`config.mk`:
```
export PLATFORM = sky130hd
export DESIGN_NAME = simon_iter_core
export DESIGN_NICKNAME = d
export VERILOG_FILES = /design/src/rtl/simon_iter_core.sv
export SDC_FILE = /design/constraint.sdc
export NUM_CORES = 2
export LEC_CHECK = 0
export CAP_MARGIN = 20
export CELL_PAD_IN_SITES_DETAIL_PLACEMENT = 1
export CELL_PAD_IN_SITES_GLOBAL_PLACEMENT = 1
export CORE_AREA = 2 2 313 315
export CTS_CLUSTER_DIAMETER = 80
export CTS_CLUSTER_SIZE = 25
export DETAILED_ROUTE_END_ITERATION = 10
export DIE_AREA = 0 0 315 317
export PLACE_DENSITY = 0.67
export SYNTH_ARGS = -nofsm -noshare
export SYNTH_HDL_FRONTEND = slang
export SYNTH_SLANG_ARGS = --single-unit
```
`constraint.sdc`:
```
create_clock -name clk -period 5.45 [get_ports clk]
set_clock_uncertainty 0.1 [all_clocks]
set_input_delay 1.09 -clock clk [delete_from_list [all_inputs] [get_ports clk]]
set_output_delay 1.09 -clock clk [all_outputs]
set_load 0.02 [all_outputs]
```
`src/rtl/simon_iter_core.sv`:
```
// simon_iter_core: iterative SIMON block cipher, one round per clock.
// A key is expanded once into a round-key store (one word per cycle);
// blocks are then encrypted or decrypted against that store without
// re-expansion.
//
// Handshakes: a transfer happens on a rising edge where valid && ready.
// The producer holds valid (and its payload) until that edge. key_ready
// and out_valid come straight from registered state. data_ready also
// drops while key_valid is high, so a key offered alongside a block wins.
// data_ready never depends on data_valid.
module simon_iter_core #(
  parameter int N    = 16,
  parameter int M    = 4,
  parameter int T    = 32,
  parameter int ZSEQ = 0
) (
  input  logic           clk,
  input  logic           nR,
  input  logic           key_valid,
  output logic           key_ready,
  input  logic [M*N-1:0] key,
  input  logic           data_valid,
  output logic           data_ready,
  input  logic           enc_dec,
  input  logic [2*N-1:0] block_in,
  output logic           out_valid,
  input  logic           out_ready,
  output logic [2*N-1:0] block_out,
  output logic           key_loaded,
  output logic           busy,
  output logic [2:0]     dbg_state
);

  localparam int CW = (T > 1) ? $clog2(T) : 1;

  // z sequences, leftmost character is z[0]
  localparam logic [61:0] Z0 = 62'b11111010001001010110000111001101111101000100101011000011100110;
  localparam logic [61:0] Z1 = 62'b10001110111110010011000010110101000111011111001001100001011010;
  localparam logic [61:0] Z2 = 62'b10101111011100000011010010011000101000010001111110010110110011;
  localparam logic [61:0] Z3 = 62'b11011011101011000110010111100000010010001010011100110100001111;
  localparam logic [61:0] Z4 = 62'b11010001111001101011011000100000010111000011001010010011101111;
  localparam logic [61:0] Z_SEL = (ZSEQ == 0) ? Z0 :
                                  (ZSEQ == 1) ? Z1 :
                                  (ZSEQ == 2) ? Z2 :
                                  (ZSEQ == 3) ? Z3 : Z4;
  localparam logic [N-1:0] K_C3 = N'(3);

  typedef enum logic [2:0] {
    S_IDLE   = 3'd0,
    S_KEYEXP = 3'd1,
    S_READY  = 3'd2,
    S_RUN    = 3'd3,
    S_DONE   = 3'd4
  } state_t;

  state_t          state;
  logic [N-1:0]    k_mem [T];
  logic [CW-1:0]   kcnt;
  logic [CW-1:0]   rcnt;
  logic [2*N-1:0]  st;
  logic            mode_enc;

  function automatic logic [N-1:0] ror(input logic [N-1:0] v, input int s);
    return (v >> s) | (v << (N - s));
  endfunction

  function automatic logic [N-1:0] rol(input logic [N-1:0] v, input int s);
    return (v << s) | (v >> (N - s));
  endfunction

  // key schedule step for word kcnt+M
  logic [CW-1:0] kidx_i, kidx_nx, kidx_top, kidx_w;
  logic [5:0]    zi;
  logic [N-1:0]  ktmp, k_new;

  // next round-key word from the words already in the store
  always_comb begin
    kidx_i   = kcnt;
    kidx_nx  = kcnt + CW'(1);
    kidx_top = kcnt + CW'(M - 1);
    kidx_w   = kcnt + CW'(M);
    zi       = 6'(int'(kcnt) % 62);
    ktmp     = ror(k_mem[kidx_top], 3);
    if (M == 4) ktmp = ktmp ^ k_mem[kidx_nx];
    ktmp     = ktmp ^ ror(ktmp, 1);
    k_new    = ~k_mem[kidx_i] ^ ktmp ^ {{(N-1){1'b0}}, Z_SEL[6'd61 - zi]} ^ K_C3;
  end

  // one Feistel round on the current state; decrypt walks the keys backwards
  logic [CW-1:0]  rk_idx;
  logic [N-1:0]   x_cur, y_cur, rk, fx;
  logic [2*N-1:0] st_next, st_final;

  // round function, round-key select and output ordering
  always_comb begin
    x_cur    = st[2*N-1:N];
    y_cur    = st[N-1:0];
    rk_idx   = mode_enc ? rcnt : (CW'(T - 1) - rcnt);
    rk       = k_mem[rk_idx];
    fx       = (rol(x_cur, 1) & rol(x_cur, 8)) ^ rol(x_cur, 2);
    st_next  = {y_cur ^ fx ^ rk, x_cur};
    st_final = mode_enc ? st : {st[N-1:0], st[2*N-1:N]};
  end

  // status decode from the state register
  always_comb begin
    key_ready  = (state == S_IDLE) || (state == S_READY);
    data_ready = (state == S_READY) && key_loaded && !key_valid;
    busy       = (state == S_KEYEXP) || (state == S_RUN) || (state == S_DONE);
    dbg_state  = state;
  end

  // control FSM, key store, cipher state and registered results
  always_ff @(posedge clk or negedge nR) begin
    if (!nR) begin
      state      <= S_IDLE;
      kcnt       <= '0;
      rcnt       <= '0;
      st         <= '0;
      mode_enc   <= 1'b0;
      key_loaded <= 1'b0;
      out_valid  <= 1'b0;
      block_out  <= '0;
      for (int j = 0; j < T; j++) k_mem[CW'(j)] <= '0;
    end else begin
      case (state)
        S_IDLE, S_READY: begin
          if (key_valid) begin
            for (int j = 0; j < M; j++) k_mem[CW'(j)] <= key[j*N +: N];
            key_loaded <= 1'b0;
            kcnt       <= '0;
            state      <= S_KEYEXP;
          end else if (state == S_READY && data_valid && key_loaded) begin
            st       <= enc_dec ? block_in : {block_in[N-1:0], block_in[2*N-1:N]};
            mode_enc <= enc_dec;
            rcnt     <= '0;
            state    <= S_RUN;
          end
        end
        S_KEYEXP: begin
          k_mem[kidx_w] <= k_new;
          if (kcnt == CW'(T - M - 1)) begin
            kcnt       <= '0;
            key_loaded <= 1'b1;
            state      <= S_READY;
          end else begin
            kcnt <= kcnt + CW'(1);
          end
        end
        S_RUN: begin
          st <= st_next;
          if (rcnt == CW'(T - 1)) begin
            rcnt  <= '0;
            state <= S_DONE;
          end else begin
            rcnt <= rcnt + CW'(1);
          end
        end
        S_DONE: begin
          // first DONE cycle registers the result, then it holds until taken
          if (!out_valid) begin
            out_valid <= 1'b1;
            block_out <= st_final;
          end else if (out_ready) begin
            out_valid <= 1'b0;
            state     <= S_READY;
          end
        end
        default: state <= S_IDLE;
      endcase
    end
  end

endmodule

```
==> results.tsv <==
stage	metric	value	unit
clock_tree	post-CTS setup buffer count	0	
synth	Synth Flop Type	dfrtp_1	
floorplan	io pins	142	
synth	mapped cell area	39400	sq um
clock_tree	clock root buffer	clkbuf_16	
routing	First-pass DRT Iterations	6	
routing	vias	32179	
synth	Cell variety after synth	67	
cells_and_area	fin nets	3521	
cells_and_area	fraction of layout cells with a size suffix above 1	0.235	
synth	post-synthesis async set-or-reset flop share	0.568	
floorplan	Die Y	317	um
floorplan	core box area	96300	sq um
cells_and_area	n_diodes	0	
sta	setup_tns	0	ns
synth	largest family of logic cells by synthesized area	multiplexers	
grt	All-Layer GR Usage	0.321	
sta	RSZ-0062 raised after global routing	no	
critical_path	Critical R2R Launch	kcnt[0]	
routing	drt via density	6.83	
grt	number of global-route vias before repair	33192	
synth	Mapped Cells	3385	
sta	Slew @ Worst Pin	1.19	ns
clock_tree	htree depth	2	
clock_tree	clk slew on worst S/H paths	0.08	ns
place	PortBufs	141	
cells_and_area	P&R area growth vs syn	12.1	%
sta	period utilisation layout	0.974	
sta	Max Slew Vio Count	0	
routing	Post-Route WL	160000	um
routing	Detail Route Antenna Nets	0	
sta	Rel. slew slack	0.209	
synth	YS warnings	0	
synth	complex-gate fraction of the synthesized area	0.0838	
floorplan	chip width	315	um
synth	Mapped Nets	3501	
clock_tree	CTS tree	yes	
floorplan	num rows	114	
synth	mux share of post-synthesis cell area	0.316	
synth	register area share after synthesis	0.409	
synth	Synth Area in Adders	0.00445	
critical_path	CP Data Required Time	5.62	ns
synth	simple-gate share of the synthesized area	0.122	
job	Max-Cap Viols	0	
sta	Setup-failing EPs final	0	
grt	largest net degree at the start of global routing	141	
sta	fmax	0.188	GHz
cells_and_area	Fill cells	10068	
critical_path	arrival time worst endpoint	5.48	ns
floorplan	initial cell density of the core	0.409	
synth	Synth Area in XOR/XNOR	0.0263	
floorplan	Die Footprint	99900	sq um
sta	Hold Vio Cnt, Final	0	
place	HPWL after DPL	110000	um
critical_path	Critical Path Fanout Max	16	
sta	final critical-path required period	5.31	ns
routing	Initial DRC Count	3877	
clock_tree	clock latency on the worst-skew pair	0.67	ns
cells_and_area	Storage cell area	16100	sq um
critical_path	class of the most critical setup path	register to register	
routing	wire per inst	34.0	um
clock_tree	clk buf depth	3	
critical_path	crit path capture type	register	
status	outcome	complete, no violations	
grt	grt total ovfl	0	
critical_path	critical path startpoint	kcnt[0]	
synth	number of synthesized flops with an enable pin	256	
cells_and_area	multi-input logic area	22100	sq um
synth	Mean Syn Cell Area	11.6	sq um
place	final estimated routing congestion in global placement	0.970	
routing	DRC	0	
clock_tree	clock sinks	592	
critical_path	Setup crit start kind	register	
grt	first-pass GRT wire length	235000	um
clock_tree	TritonCTS Buffers	41	
clock_tree	CTS Hold Bufs	0	
clock_tree	post-CTS resize count	0	
synth	FF+latch count, synth	592	
hold_path	Min-Delay Path Class	primary input to async pin	
grt	initial antenna violation count	0	
-- registers in the layout, summed over array words and instances, names as in the netlist --
| name | cells |
|---|---|
| block_out | 32 |
| dbg_state | 3 |
| k_mem | 512 |
| kcnt | 5 |
| key_loaded | 1 |
| mode_enc | 1 |
| out_valid | 1 |
| rcnt | 5 |
| st | 32 |
-- routing by layer --
| metal | up-vias | part of all wire | global-route usage |
|---|---|---|---|
| met2 | 1884 | 0.46 | 0.508 |
| met4 | 0 | 0.077 | 0.210 |
| li1 | 12980 | - | - |
| met1 | 16834 | 0.37 | 0.412 |
| met5 | - | 0 | 0 |
| met3 | 481 | 0.084 | 0.0520 |
-- cells in the final DEF, fill, tap and decap left out, drive strengths merged, types with 49 or more instances in the layout --
master / instances
nand2: 708
mux4: 462
dfrtp: 336
edfxtp: 256
o21ai: 219
nand3: 209
buf: 154
mux2i: 149
clkdlybuf4s50: 139
nor2: 133
a21oi: 105
xnor2: 92
a211oi: 55
mux2: 49
-- critical path, stage by stage, from the launching register on --
cell and delay, ns:
dfrtp_4 0.49, ha_1 0.61, xor2_4 0.50, buf_4 0.35, mux4_2 0.23, nor2_1 0.04, o21ai_0 0.69, nand4_1 0.38
xnor2_1 0.40, xnor2_1 0.15, xnor2_1 0.53, inv_1 0.42
-- final timing paths --
check                                 to  slack, ns  cells past startpoint
setup reg to reg              k_mem[158]       0.14                     11
max in group asynchronous     k_mem[314]       3.54                      2
setup / recovery              k_mem[158]       0.14                     11
min in group clk           block_out[13]       0.43                      2
hold / removal                k_mem[505]       0.33                      1
hold reg to reg            block_out[13]       0.43                      2
-- stage by stage --
| step | hold WS (ns) | cell area (sq um) | setup WS [ns] | cells | utilization |
|---|---|---|---|---|---|
| 4_1_cts | 0.386 | 44100 | 0.271 | 4713 | 0.458 |
| 6_report | 0.326 | 44100 | 0.141 | 4714 | 0.458 |
| 3_5_place_dp | 0.419 | 42600 | 0.319 | 4637 | 0.443 |
| 2_1_floorplan | 0.394 | 39400 | 0.778 | 3385 | - |
| 5_1_grt | 0.397 | 44100 | 0.111 | 4714 | 0.458 |
| 3_3_place_gp | 0.412 | 42600 | 0.408 | 4637 | 0.443 |
-- logic make-up after synthesis --
kind of cell             count (synthesis)
buffers and inverters                  335
AND/OR/NAND/NOR                       1140
flip-flops                             592
adder cells (fa/ha/maj)                 14
AO/OA/AOI/OAI                          533
multiplexers                           660
XOR/XNOR                               111
-- layout make-up --
| class | instances | area share |
|---|---|---|
| Inverter | 19 | 0.00162 |
| Clock buffer | 44 | 0.0240 |
| Multi-Input combinational cell | 2458 | 0.500 |
| Tap cell | 1276 | 0.0362 |
| Clock inverter | 32 | 0.00941 |
| Sequential cell | 592 | 0.365 |
| Timing Repair Buffer | 293 | 0.0639 |
-- synth_stat cells, types with 3 or more instances --
master	count	share of area
a211oi_1	54	0.010
and3_1	7	0.0011
a22oi_1	5	0.00095
edfxtp_1	256	0.20
xor2_1	17	0.0038
mux2i_1	149	0.038
and2_1	6	0.00095
buf_6	5	0.0014
o31ai_1	3	0.00057
a21o_1	9	0.0017
buf_4	27	0.0051
o22a_1	3	0.00067
xnor2_2	4	0.0017
a31oi_1	31	0.0049
o21ai_1	5	0.00064
inv_1	16	0.0015
a311oi_1	6	0.0013
o221a_2	8	0.0023
ha_1	14	0.0044
o2111ai_1	4	0.00089
nor3_1	15	0.0019
nand3b_1	3	0.00057
mux2_2	49	0.014
nor2b_1	5	0.00079
a32o_1	6	0.0015
xnor2_1	87	0.019
buf_1	31	0.0030
nor4_1	5	0.00079
mux4_2	462	0.26
nor2_1	131	0.012
nand3_1	209	0.027
nand2_1	708	0.067
o211ai_1	18	0.0034
o21ai_0	214	0.027
buf_2	107	0.014
a32oi_1	37	0.0082
a221oi_1	5	0.0011
nand4_1	29	0.0046
a21oi_1	105	0.013
nand2b_1	6	0.00095
nor3_2	4	0.0010
dfrtp_1	336	0.21
a41oi_1	4	0.00089
clkbuf_1	146	0.014
Power is left out: the tool's default activity adds up to more than one toggle a clock period on the data nets, which glitch-free logic cannot reach.
